<file path="src/rtl/ez90_preg_freelist.sv">
// Physical-register free list for rename: circular FIFO re-seeded with pregs NUM_ARCH..NUM_PREG-1 after rst/flush.
// Latency: a freed preg is visible at the head one cycle later at the earliest; outputs depend on registered state only.
// Backpressure: alloc_ready low while seeding or empty; a free into a full list is dropped and flagged. Option: EZ90_FREELIST_CHECK_EN.
module ez90_preg_freelist #(
    parameter int NUM_PREG = 128,
    parameter int NUM_ARCH = 32,
    parameter int PREG_W   = 7
) (
    input  logic              clk,
    input  logic              rst,
    input  logic              flush,
    input  logic              alloc_valid,
    output logic              alloc_ready,
    output logic [PREG_W-1:0] alloc_preg,
    input  logic              free_valid,
    input  logic [PREG_W-1:0] free_preg,
    output logic [PREG_W:0]   free_count,
    output logic              init_done,
    output logic              err
);
    localparam int DEPTH = NUM_PREG - NUM_ARCH;
    localparam int AW    = (DEPTH > 1) ? $clog2(DEPTH) : 1;

    localparam logic [AW-1:0]     LAST_IDX   = AW'(DEPTH - 1);
    localparam logic [PREG_W:0]   DEPTH_CNT  = (PREG_W + 1)'(DEPTH);
    localparam logic [PREG_W-1:0] FIRST_FREE = PREG_W'(NUM_ARCH);
    localparam logic [PREG_W-1:0] LAST_PREG  = PREG_W'(NUM_PREG - 1);

    typedef enum logic {
        S_INIT = 1'b0,
        S_RUN  = 1'b1
    } state_t;

    state_t              state;
    logic [AW-1:0]       head;
    logic [AW-1:0]       tail;
    logic [PREG_W:0]     count;
    logic [PREG_W-1:0]   init_idx;
    logic [PREG_W-1:0]   mem [DEPTH];

    logic                alloc_fire;
    logic                overflow;
    logic                free_reject;
    logic                free_accept;
    logic                err_set;
    logic                mem_we;
    logic [PREG_W-1:0]   mem_wdata;

    // DEPTH is not necessarily a power of two, so wrap on an explicit compare.
    function automatic logic [AW-1:0] next_idx(input logic [AW-1:0] idx);
        return (idx == LAST_IDX) ? '0 : idx + 1'b1;
    endfunction

    assign init_done   = (state == S_RUN);
    assign alloc_ready = (state == S_RUN) && (count != '0);
    assign alloc_preg  = alloc_ready ? mem[head] : '0;
    assign free_count  = count;

    assign alloc_fire = alloc_ready && alloc_valid;
    assign overflow   = free_valid && (count == DEPTH_CNT) && !alloc_fire;

`ifdef EZ90_FREELIST_CHECK_EN
    localparam logic [PREG_W:0] NUM_PREG_CNT = (PREG_W + 1)'(NUM_PREG);

    logic [NUM_PREG-1:0] in_list;
    logic                bad_preg;
    logic                dup_preg;

    assign bad_preg    = ({1'b0, free_preg} >= NUM_PREG_CNT);
    assign dup_preg    = !bad_preg && in_list[free_preg];
    assign free_reject = overflow || (free_valid && (bad_preg || dup_preg));

    // Tracks which pregs currently sit in the FIFO; rebuilt by INIT after a flush.
    always_ff @(posedge clk) begin
        if (rst || flush) begin
            in_list <= '0;
        end else begin
            if (mem_we) begin
                in_list[mem_wdata] <= 1'b1;
            end
            if (alloc_fire) begin
                in_list[alloc_preg] <= 1'b0;
            end
        end
    end
`else
    assign free_reject = overflow;
`endif

    assign free_accept = (state == S_RUN) && !flush && free_valid && !free_reject;
    assign err_set     = (state == S_RUN) && !flush && free_valid && free_reject;

    assign mem_we    = !rst && !flush && ((state == S_INIT) || free_accept);
    assign mem_wdata = (state == S_INIT) ? init_idx : free_preg;

    always_ff @(posedge clk) begin
        if (mem_we) begin
            mem[tail] <= mem_wdata;
        end
    end

    always_ff @(posedge clk) begin
        if (rst) begin
            state    <= S_INIT;
            head     <= '0;
            tail     <= '0;
            count    <= '0;
            init_idx <= FIRST_FREE;
            err      <= 1'b0;
        end else if (flush) begin
            // Restart seeding in step with the rename map; err is sticky across flush.
            state    <= S_INIT;
            head     <= '0;
            tail     <= '0;
            count    <= '0;
            init_idx <= FIRST_FREE;
        end else begin
            case (state)
                S_INIT: begin
                    tail     <= next_idx(tail);
                    count    <= count + 1'b1;
                    init_idx <= init_idx + 1'b1;
                    if (init_idx == LAST_PREG) begin
                        state <= S_RUN;
                    end
                end
                S_RUN: begin
                    if (alloc_fire) begin
                        head <= next_idx(head);
                    end
                    if (free_accept) begin
                        tail <= next_idx(tail);
                    end
                    case ({alloc_fire, free_accept})
                        2'b10:   count <= count - 1'b1;
                        2'b01:   count <= count + 1'b1;
                        default: count <= count;
                    endcase
                    if (err_set) begin
                        err <= 1'b1;
                    end
                end
                default: state <= S_INIT;
            endcase
        end
    end

endmodule

</file>
<file path="config.mk">
export PLATFORM = sky130hd
export DESIGN_NAME = ez90_preg_freelist
export DESIGN_NICKNAME = d
export VERILOG_FILES = /design/src/rtl/ez90_preg_freelist.sv
export SDC_FILE = /design/constraint.sdc
export NUM_CORES = 1
export LEC_CHECK = 0
export BUFFER_PORTS_ARGS = -buffer_cell sky130_fd_sc_hd__buf_2
export CAP_MARGIN = 10
export CORE_MARGIN = 1
export CORE_UTILIZATION = 55
export CTS_CLUSTER_DIAMETER = 60
export CTS_CLUSTER_SIZE = 16
export DETAILED_ROUTE_END_ITERATION = 16
export PLACE_DENSITY = 0.74
export SETUP_SLACK_MARGIN = 0.3
export SYNTH_ARGS = -nofsm -noshare
export SYNTH_HDL_FRONTEND = slang
export SYNTH_SLANG_ARGS = --single-unit
export TNS_END_PERCENT = 1
</file>
<file path="constraint.sdc">
create_clock -name clk -period 3.1 [get_ports clk]
set_clock_uncertainty 0.15 [all_clocks]
set_input_delay 0.31 -clock clk [delete_from_list [all_inputs] [get_ports clk]]
set_output_delay 0.31 -clock clk [all_outputs]
set_load 0.03 [all_outputs]
</file>
---- After elaboration in Yosys (flattened, before gate mapping) ----
Memories as Yosys holds them, arrays and structs flattened. A register that Yosys moved wholly into a read port is not among the register bits.
Index checks and enable logic that the tools add are counted.
word-level totals
  bits in registers ....................... 31
  input bits .............................. 12
  logic and storage cells ................. 55
  memories ................................ 1
  bits in writable memories ............... 672
cells by class
  add/sub/neg operators ................... 5
  mux-type cells .......................... 14
  reduce and logical (&&, ||, !) cells .... 19
  bitwise logic cells ..................... 2
  equality and inequality tests ........... 8
memories
  memory  words  bits a word  read ports  clocked after memory_dff  wr ports  RTL line  source
  mem     96     7            1           1                         1         39        logic [PREG_W-1:0] mem [DEPTH];
operators with widths
  kind                                                                      count
  7-bit two-way mux                                                         7
  8-bit one-hot mux with 2 select lines                                     2
  7-bit by 1-bit adder with 7-bit output (second input constant)            3
  7-bit equality test (second input constant)                               3
  7-bit one-hot mux with 2 select lines                                     1
  1-bit logical AND                                                         10
  8-bit by 1-bit adder with 8-bit output (second input constant)            1
  8-bit by 7-bit equality test with 1-bit output (second input constant)    1
  8-bit nonzero test                                                        1
  8-bit by 1-bit subtractor with 8-bit output (second input constant)       1
  1-bit logical NOT                                                         4
  1-bit two-way mux                                                         4
  3-bit by 1-bit inequality test with 1-bit output (second input constant)  1
  3-bit AND reduction                                                       1
  2-bit by 1-bit equality test with 1-bit output (second input constant)    1
  2-bit equality test (second input constant)                               1
  2-bit by 1-bit inequality test with 1-bit output (second input constant)  1
  1-bit NOT                                                                 2
  2-bit AND reduction                                                       1
  2-bit OR reduction                                                        1
  1-bit logical OR                                                          1

---- Depth between registers and ports, before layout ----
Gate-level depths: netlist (run 1).
  word-level depth ........................ 11
  depth in mapped cells ................... 11

---- Least setup slack after synthesis (run 1) ----
OpenSTA, ideal clock, no wires.
  kind .................................... register to register
  from .................................... reg state, in the netlist init_done
  to ...................................... mem mem[0][2] (data pin)
  cell stages (with the launch flop) ...... 4
  data arrival time ....................... 2436 ps
  setup time .............................. 423 ps
  required time ........................... 2527 ps
  slack ................................... 91 ps
  cells stage by stage .................... dfxtp_1 buf_1 clkbuf_1 a21o_1
between the ends
  word-level cells in the longest chain between the ends .. 1
ends and longest elaborated chain
  what                      RTL line  source
  start: declaration        34        state_t state;
  start signal: assignment  104       state <= S_INIT;
  start signal: assignment  112       state <= S_INIT;
  start signal: assignment  124       state <= S_RUN;
  7-bit two-way mux         94        assign mem_wdata = (state == S_INIT) ? init_idx : free_preg;
  net mem_wdata[2]          47        logic [PREG_W-1:0] mem_wdata;
  end: declaration          39
The timed path passes the listed nets, and every way through them passes these cells.

==> results.ini, run 1 <==
[worst_hold_path]
min-delay-start=alloc_valid
whs_path_depth=4
min_path_type=input pin to register

[timing]
setup_viol=7
period_minus_slack_ns=3.50
tightest_slew_ns=1.19
rsz0062_at_grt=yes
slew_headroom_pct=20.5
hold_violations=0
final_max_slew_viol_count=0
tns_ns=-2.45
period_share_pct=113
max_clock_freq_mhz=286
fin_ws_ns=-0.400

[power_and_ir_drop]
sw_frac_of_total_pct=19.1
intPower_mw=13.7
p_seq_share_pct=61.2
p_sw_mw=3.23
power.leakage_nw=9.97
p_comb_share_pct=0.9
ir_worst_vdd_mv=0.386
power_density_nw_per_um2=511
pwr-share-clk_pct=37.9

[place]
dpl_cell_area_sq_um=29800
port_buffers=29
dp_hpwl_mm=40.0
routabilityCongestion=0.878

[worst_setup_path]
timing.reg2reg.setup_slack_ns=0.18
critPathTopFamily=multiplexers
arrival_ns=3.04
path_cells=buf_12, buf_12, mux4_2, mux2i_2, buf_4, nand2_1, a41oi_2, o211ai_1, buf_4
cp_num_buf_inv=4
r2r_cells=11
reg2reg_to=mem[12][4]$_DFFE_PP_
endpoint_kind=primary output
worstPathMaxFanout=8
reg2reg_from=free_count[1]$_SDFFE_PP0P_
path_class=register to primary output
slowest_delay_ns=0.52
worst_setup_path_start_kind=register
critPathSlowestCell=mux4_2
cp.required_ns=2.64

[grt]
grt_util_all_layers_pct=25.5
grt_overflow_total=0
antenna_found_initial=0
grt_pass1_wl_mm=97.0
grt_pass1_vias=15000
grt_start_max_net_pins=97

[clock_network]
cts.path.max_buffers=3
clk_latency_ns=0.60
cts_tree=built
numCtsBuffers=52
clock_sink_count=710
clk_pin_slew_ns=0.07
cts_root_buf=clkbuf_16
htree_num_levels=2

[logic_synthesis]
syn_avg_cell_area_sq_um=19.4
yosysWarnings=0
synthFlopType=edfxtp_1
netlist_instances=1456
synth.most_common_cell=edfxtp_1
synth-seq-area-share_pct=74.3
synthTopCellsByArea=edfxtp_1 72%, mux4_2 13%, dfxtp_1 2.7%
synth_top_area_cell=edfxtp_1
synth_edf_count=672
synth_top_area_share_pct=71.6
ys_ff_latch=710
ys_types=61
synthesis.nets=1474
async_reset_ff_share_pct=0
syn_area_sq_um=28200
ys_top_cells_by_count=672 x edfxtp_1, 160 x mux4_2, 147 x nor2_1

[drt]
drc=0
postRouteAntennaNets=0
vias_per_cell=6.39
drtPass1Iterations=6
drt_iter0_drc=1698
vias=14900
wl_mm=65.5
avgRoutedWirePerCell_um=28.1

[run]
cap_violations=0

[cells_and_area]
fin_area_sq_um=33200
layout-drive-gt1-share_pct=36.8
post-route-util_pct=65.8
fillCellCount=3158
fin_nets=1654
regArea_sq_um=21000
antenna_cells=0
multi_input_area_sq_um=7710
areaGrowthSynthToFinish_pct=17.7

[run_status]
outcome=finished, violations left
violations=setup timing

[floorplanning]
die_y_um=228
start_util_pct=55.9
num_io_pins=30
die-area_sq_um=52100
core_area_sq_um=50400
rows=82
die-width_um=228

==> logic make-up after synthesis <==
logic type / synth area share, %
compound gates: 2.47
xor+xnor: 0.560
fa+ha+maj: 0.266
buf+inv: 1.63
flops: 74.3
mux: 15.6
simple gates: 5.14
==> repair_timing <==
action,4_1_cts,5_1_grt
endpoints found under the setup margin,553,662
pin swaps,20,66
cloned,5,0
hold buffers,3,0
endpoints found under the hold margin,6,0
gates resized for setup,184,119
setup buffers,29,25
==> layout by cell type (no fill, tap or decap), types with 5 or more instances in the layout <==
master,n
a21oi_1,8
o22ai_1,11
buf_4,115
mux2_4,8
nand2_1,46
buf_12,28
clkbuf_16,53
nor2_2,36
buf_16,7
nor2b_1,13
nor2_1,58
mux2i_1,54
nor2_4,53
a22oi_1,9
dfxtp_1,32
clkbuf_1,19
o21ai_2,6
nor2b_4,5
ha_1,5
a211o_1,5
buf_8,9
nor3_1,8
buf_2,21
nand3b_1,15
mux4_2,160
mux2i_2,9
nand4_1,8
nand3_1,23
edfxtp_1,672
a31oi_1,11
buf_6,22
xor2_1,15
==> stage by stage <==
stage | hold slack (ns) | std cells | total power, mW | setup WS (ns)
6_report | 0.122 | 2333 | 16.9 | -0.400
5_1_grt | 0.132 | 2333 | 17.4 | -0.505
4_1_cts | 0.112 | 2308 | 17.0 | -0.385
3_5_place_dp | 0.318 | 2192 | 10.7 | -0.243
3_3_place_gp | 0.322 | 2192 | 10.7 | -0.259
2_1_floorplan | 0.232 | 1456 | 10.7 | 0.124
==> worst reg2reg max path, cell delays in order (launching register included) <==
cell and delay [ns]:
dfxtp_1 0.32, inv_2 0.08, ha_4 0.13, or4b_4 0.47, buf_4 0.16, nor4_4 0.33, o21a_2 0.24, nor3_1 0.08
buf_4 0.16, nand3b_1 0.14, buf_12 0.26, nor2_4 0.11
==> worst max-delay path by stage <==
stage                     to  cells after the start  slack [ns]                  startpoint
6_report       alloc_preg[2]                      9       -0.40                    register
5_1_grt        alloc_preg[2]                      9       -0.51                    register
4_1_cts        alloc_preg[3]                     12       -0.39  free_count[0]$_SDFFE_PP0P_
3_5_place_dp   alloc_preg[3]                      9       -0.24                    register
3_3_place_gp   alloc_preg[3]                      9       -0.26                    register
2_1_floorplan  alloc_preg[2]                      9        0.12  free_count[0]$_SDFFE_PP0P_
==> per-layer routing <==
metal	vias to the layer above	GRT usage [%]	routed length, um
met1	7764	36.4	25900
li1	6252	-	-
met5	-	0	0
met2	776	38.9	31100
met3	106	6.89	6740
met4	0	7.72	1730
==> registers in the layout, indices dropped and copies added (netlist names), named ones only <==
signal and flops:
err 1, mem 672, init_done 1, head 7, init_idx 7, tail 7, free_count 8
==> power groups by stage <==
stage	registers, mW	logic [mW]	clock network [mW]
global placement	10.6	0.130	0
finish	10.4	0.152	6.42
global route	10.4	0.162	6.82
CTS	10.4	0.141	6.47
detailed placement	10.6	0.135	0
floorplan	10.6	0.0650	0
==> cell type report <==
type / instances / share of cell area (%)
flip-flops and latches: 710 / 63.2
inverters: 3 / 0.0340
repair buffers: 205 / 6.44
clock buffers: 72 / 4.21
well taps: 672 / 2.54
clock inverters: 7 / 0.321
multi-input cells: 664 / 23.3
(Power assumes the default switching activity.)
==> run 2: changes to the inputs <==
CTS_BUF_LIST = sky130_fd_sc_hd__clkbuf_8   (was not set)
==> run 2 against run 1 <==
Against the previous run: the run still ends with setup timing left; worst setup slack lost 0.12 ns; routed wire length shrank 2.7%; global-route usage shrank 0.63 points; sequential power is essentially flat; critical endpoint is now alloc_preg[3]; largest cell class unchanged; largest power group unchanged; highest routed layer unchanged.
==> results.ini, run 2 (synthesis results as in run 1) <==
[power_and_ir_drop]
power.leakage_nw=9.54  ; -4.3%
sw_frac_of_total_pct=19.8  ; +0.78 points
p_comb_share_pct=1.0  ; about the same
p_sw_mw=3.01  ; -6.8%
p_seq_share_pct=68.3  ; +7.1 points
pwr-share-clk_pct=30.7  ; -7.2 points
power_density_nw_per_um2=475  ; -7.0%
ir_worst_vdd_mv=0.250  ; -35%
intPower_mw=12.2  ; -11%

[worst_setup_path]
cp.required_ns=2.64  ; about the same
endpoint_kind=primary output
reg2reg_from=free_count[0]$_SDFFE_PP0P_
timing.reg2reg.setup_slack_ns=0.31  ; +0.13 ns
r2r_cells=11  ; unchanged
path_class=register to primary output
worst_setup_path_start_kind=register
worstPathMaxFanout=7  ; -1
arrival_ns=3.16  ; +0.12 ns
reg2reg_to=mem[44][2]$_DFFE_PP_

[worst_hold_path]
min_path_type=input pin to register
min-delay-start=alloc_valid
min_to=head[0]$_SDFFE_PP0P_
whs_path_depth=4  ; unchanged

[clock_network]
clk_pin_slew_ns=0.10  ; +0.03 ns
clock_sink_count=710  ; unchanged
cts_root_buf=clkbuf_8
clk_latency_ns=0.68  ; +0.08 ns
numCtsBuffers=52  ; unchanged
htree_num_levels=2  ; unchanged
cts_tree=built
cts.path.max_buffers=3  ; unchanged

[run]
cap_violations=0  ; unchanged

[cells_and_area]
final_common_cell=edfxtp_1
fin_area_sq_um=32000  ; -3.6%
fillCellCount=3344  ; +5.9%
regArea_sq_um=21000  ; about the same
multi_input_area_sq_um=7430  ; -3.7%
largest_register_ffs=672  ; unchanged
top_register=mem
areaGrowthSynthToFinish_pct=13.4
final_cell_mix=672 x edfxtp_1, 160 x mux4_2, 104 x buf_4, 62 x mux2i_1, 55 x nor2_1
layout-drive-gt1-share_pct=34.0  ; -2.8 points
fin_nets=1628  ; -1.6%

[place]
dpl_cell_area_sq_um=29800  ; unchanged
dp_hpwl_mm=40.0  ; unchanged
routabilityCongestion=0.878  ; unchanged
place_ws_ns=-0.243  ; unchanged
port_buffers=29  ; unchanged

[timing]
setup_viol=7  ; unchanged
period_share_pct=117  ; +3.9 points
hold_violations=0  ; unchanged
fin_ws_ns=-0.521  ; -0.121 ns
slew_headroom_pct=19.7  ; -0.84 points
tightest_slew_ns=1.21  ; +0.0125 ns
rsz0062_at_grt=yes
tns_ns=-3.17  ; -0.714 ns
period_minus_slack_ns=3.62  ; +0.121 ns
final_max_slew_viol_count=0  ; unchanged
max_clock_freq_mhz=276  ; -3.3%

[floorplanning]
start_util_pct=55.9  ; unchanged
rows=82  ; unchanged
core_area_sq_um=50400  ; unchanged
die_y_um=228  ; unchanged
die-area_sq_um=52100  ; unchanged
die-width_um=228  ; unchanged
num_io_pins=30  ; unchanged

[grt]
grt_pass1_wl_mm=95.0  ; -2.1%
grt_pass1_vias=14900  ; -0.65%
grt_util_all_layers_pct=24.9  ; -0.63 points
antenna_found_initial=0  ; unchanged
grt_start_max_net_pins=97  ; unchanged
grt_overflow_total=0  ; unchanged

[drt]
avgRoutedWirePerCell_um=27.6  ; -1.7%
drt_iter0_drc=1732  ; +2.0%
vias=14800  ; -0.68%
postRouteAntennaNets=0  ; unchanged
vias_per_cell=6.41  ; +0.35%
drtPass1Iterations=5  ; -1
drc=0  ; unchanged
wl_mm=63.7  ; -2.7%

[run_status]
violations=setup timing
outcome=finished, violations left

run 2: changes by cell type in the layout (fill, tap and decap cells not counted), moves of 7 or more:
cell	delta
inv_1	+19
buf_4	-11
clkbuf_16	-53
nor2_4	-11
clkbuf_1	-19
buf_8	-7
mux2i_1	+8
nor2_2	+14
clkbuf_8	+53
run 2: how the worst max path moves through the flow:
stage | startpoint | endpoint | slack (ns) | cells past startpoint
2_1_floorplan | free_count[0]$_SDFFE_PP0P_ | alloc_preg[2] | 0.12 | 9
3_3_place_gp | register | alloc_preg[3] | -0.26 | 9
3_5_place_dp | register | alloc_preg[3] | -0.24 | 9
4_1_cts | register | alloc_preg[3] | -0.49 | 9
5_1_grt | register | alloc_preg[3] | -0.63 | 12
6_report | register | alloc_preg[3] | -0.52 | 12
run 2: repair_timing:
item	CTS	global route
cloned	4	0
pin swaps	11	12
setup buffers	20	9
setup endpoints to repair	595	680
endpoints found under the hold margin	17	0
gates resized for setup	68	156
hold buffers	3	0
run 2: routing by layer:
metal,part of all wire [%],global-route usage (%),vias to the layer above,wire (um)
met5,0,0,-,0
met4,3.0,8.72,0,1910
met3,10,5.96,107,6430
met2,47,37.4,798,29600
met1,40,36.1,7700,25700
li1,-,-,6191,-
run 2: power by group through the flow:
stage / clock network (mW) / registers [mW] / logic (mW)
floorplan: 0 / 10.6 / 0.0650
global placement: 0 / 10.6 / 0.130
detailed placement: 0 / 10.6 / 0.135
CTS: 4.71 / 10.4 / 0.138
global route: 5.04 / 10.4 / 0.158
finish: 4.67 / 10.4 / 0.148
run 2: layout make-up:
type                            count  share of cell area [%]
Antenna cell                        2                  0.0157
Clock buffer                       53                    2.28
Clock inverter                     26                   0.556
Inverter                            3                  0.0352
Multi-Input combinational cell    664                    23.3
Sequential cell                   710                    65.6
Tap cell                          672                    2.63
Timing Repair Buffer              179                    5.64
run 2: stage by stage:
stage	power, mW	cells	util, %	hold slack, ns
after floorplan	10.7	1456	-	0.232
final	15.2	2309	63.4	0.0665
after detailed placement	10.7	2192	59.2	0.318
after global placement	10.7	2192	59.2	0.322
after CTS	15.2	2298	62.2	0.0228
after global routing	15.6	2307	63.4	0.0657
run 2: critical path, cell delays in order, from the launching register on:
cell     delay [ns]
dfxtp_4        0.44
buf_12         0.17
buf_12         0.11
buf_16         0.11
buf_6          0.10
mux4_2         0.48
nor2b_1        0.15
a31oi_1        0.16
a31oi_1        0.15
buf_4          0.19
nor3_4         0.11
nand3_2        0.13
buf_6          0.17
==> run 3: changes to the inputs <==
CELL_PAD_IN_SITES_DETAIL_PLACEMENT = 1   (was not set)
CELL_PAD_IN_SITES_GLOBAL_PLACEMENT = 2   (was not set)
CORE_UTILIZATION = 52   (was 55)
PLACE_DENSITY = 0.85   (was 0.74)
==> run 3 against run 2 <==
Against the previous run: the run still ends with setup timing left; core utilization is 2.5 points lower; final cell count is 0.91% higher; register-to-register slack better by 0.04 ns; total power is 0.95% higher; die area is 5.7% higher; sequential power hardly changed; critical endpoint unchanged; largest cell class unchanged; largest power group unchanged.
==> results.ini, run 3 (synthesis results as in run 1) <==
[run_status]
outcome=finished, violations left
violations=setup timing

[clock_network]
cts_root_buf=clkbuf_8
clk_latency_ns=0.70  ; +0.02 ns
clk_pin_slew_ns=0.11  ; about the same
clock_sink_count=710  ; unchanged
cts_tree=built
numCtsBuffers=53  ; +1.9%
cts.path.max_buffers=3  ; unchanged
htree_num_levels=2  ; unchanged

[cells_and_area]
post-route-util_pct=60.9  ; -2.5 points
fin_cells=2330  ; +0.91%
regArea_sq_um=21000  ; about the same
multi_input_area_sq_um=7620  ; +2.5%
final_common_cell=edfxtp_1
areaGrowthSynthToFinish_pct=14.8
layout-drive-gt1-share_pct=36.4  ; +2.4 points
largest_register_ffs=672  ; unchanged
top_register=mem
fillCellCount=4418  ; +32%
fin_nets=1628  ; unchanged
final_cell_mix=672 x edfxtp_1, 160 x mux4_2, 92 x buf_4, 68 x nor2_2, 56 x clkbuf_8
fin_area_sq_um=32300  ; +1.2%

[floorplanning]
die-area_sq_um=55100  ; +5.7%
start_util_pct=53.1  ; -2.8 points
die_y_um=235  ; +2.8%
core_area_sq_um=53100  ; +5.4%
die-width_um=235  ; +2.8%
num_io_pins=30  ; unchanged
rows=84  ; +2.4%

[worst_setup_path]
cp.required_ns=2.64  ; about the same
worst_setup_path_start_kind=register
path_class=register to primary output
path_cells=buf_6, buf_16, buf_16, buf_12, mux4_2, mux4_2, nor2b_4, nor3_2, nand3_2, buf_6
critPathTopFamily=multiplexers
endpoint_kind=primary output
arrival_ns=3.15  ; about the same
cp_num_buf_inv=5  ; -1
worstPathMaxFanout=5  ; -2
slowest_delay_ns=0.53  ; +0.05 ns
critPathSlowestCell=mux4_2

[place]
dpl_cell_area_sq_um=29800  ; -0.21%
routabilityCongestion=0.891  ; +1.5%
place_ws_ns=-0.0252  ; +0.218 ns
port_buffers=29  ; unchanged
dp.cells=2194  ; +0.091%
dp_hpwl_mm=45.5  ; +14%

[run]
cap_violations=0  ; unchanged

[timing]
tns_ns=-3.28  ; -0.113 ns
rsz0062_at_grt=yes
period_minus_slack_ns=3.61  ; -0.0130 ns
fin_ws_ns=-0.508  ; +0.0130 ns
tightest_slew_ns=1.22  ; +0.0118 ns
max_clock_freq_mhz=277  ; +0.36%
period_share_pct=116  ; -0.42 points
hold_violations=0  ; unchanged
slew_headroom_pct=18.9  ; -0.79 points
final_max_slew_viol_count=0  ; unchanged
setup_viol=7  ; unchanged

[drt]
vias_per_cell=6.49  ; +1.3%
vias=15100  ; +2.2%
postRouteAntennaNets=0  ; unchanged
wl_mm=74.6  ; +17%
drt_iter0_drc=1641  ; -5.3%
drc=0  ; unchanged
avgRoutedWirePerCell_um=32.0  ; +16%
drtPass1Iterations=5  ; unchanged

[grt]
grt_pass1_vias=16000  ; +7.4%
grt_util_all_layers_pct=27.0  ; +2.1 points
grt_pass1_wl_mm=108  ; +14%
grt_overflow_total=0  ; unchanged
grt_start_max_net_pins=97  ; unchanged
antenna_found_initial=0  ; unchanged

[power_and_ir_drop]
power.leakage_nw=9.63  ; +0.88%
ir_worst_vdd_mv=0.412  ; +65%
power_density_nw_per_um2=474  ; -0.28%

[worst_hold_path]
min_path_type=input pin to register

[run 3: cell types whose count changed in the layout (fill, tap and decap cells not counted), sizes merged]
| cell | before | now |
|---|---|---|
| clkinvlp | 1 | 3 |
| clkinv | 3 | 7 |
| dlygate4sd3 | 3 | 4 |
| bufbuf | 1 | 2 |
| clkbuf | 53 | 58 |
| diode | 2 | 1 |
| buf | 175 | 170 |
| inv | 23 | 22 |
| bufinv | 2 | 1 |
[run 3: cell type report]
cell class                      instances  area share, %
Clock inverter                         30          0.542
Inverter                                3         0.0348
Antenna cell                            1        0.00774
Sequential cell                       710           64.8
Tap cell                              688           2.66
Multi-Input combinational cell        664           23.5
Clock buffer                           56           2.38
Timing Repair Buffer                  178           6.03
[run 3: path summary, 6_finish.rpt]
check                                               from                          to  slack, ns  cells past startpoint
worst max-delay path                            register               alloc_preg[3]      -0.51                     10
worst min-delay path                          free_valid  free_count[2]$_SDFFE_PP0P_       0.15                      6
worst max register to register      tail[5]$_SDFFE_PP0P_        mem[59][3]$_DFFE_PP_       0.35                      3
worst min register to register  init_idx[5]$_SDFFE_PP1N_    init_idx[5]$_SDFFE_PP1N_       0.39                      2
[run 3: layer usage]
metal | track usage (%) | vias to the layer above | routed length [um] | part of all wire [%]
met5 | 0 | - | 0 | 0
met4 | 10.6 | 0 | 2820 | 3.8
met3 | 4.39 | 162 | 4840 | 6.5
met2 | 45.0 | 652 | 37600 | 50
met1 | 36.0 | 8111 | 29400 | 39
li1 | - | 6199 | - | -
[run 3: per-stage QoR]
step	total power, mW	hold WS [ns]
2_1_floorplan	10.7	0.232
4_1_cts	15.4	0.112
6_report	15.3	0.146
5_1_grt	15.7	0.193
3_5_place_dp	10.7	0.347
3_3_place_gp	10.7	0.322
[run 3: worst reg2reg max path, delay by kind of cell, from the launching register on]
family	cells	cell delay [ns]
DFF	1	0.43
and+or+nand+nor	3	1.80
[run 3: repair_timing]
action | CTS | global route
setup endpoints to repair | 608 | 528
cloned | 7 | 2
resized for setup | 157 | 102
hold buffers | 4 | 0
pin swaps | 15 | 8
buffers inserted | 24 | 12
hold endpoints to repair | 10 | 0
[run 3: power by group]
part           switching (mW)  internal, mW  leakage [nW]
Combinational           0.106        0.0457          2.80
Sequential            0.00654          10.4          6.29
Clock                    3.04          1.77         0.539
Total                    3.15          12.2          9.63
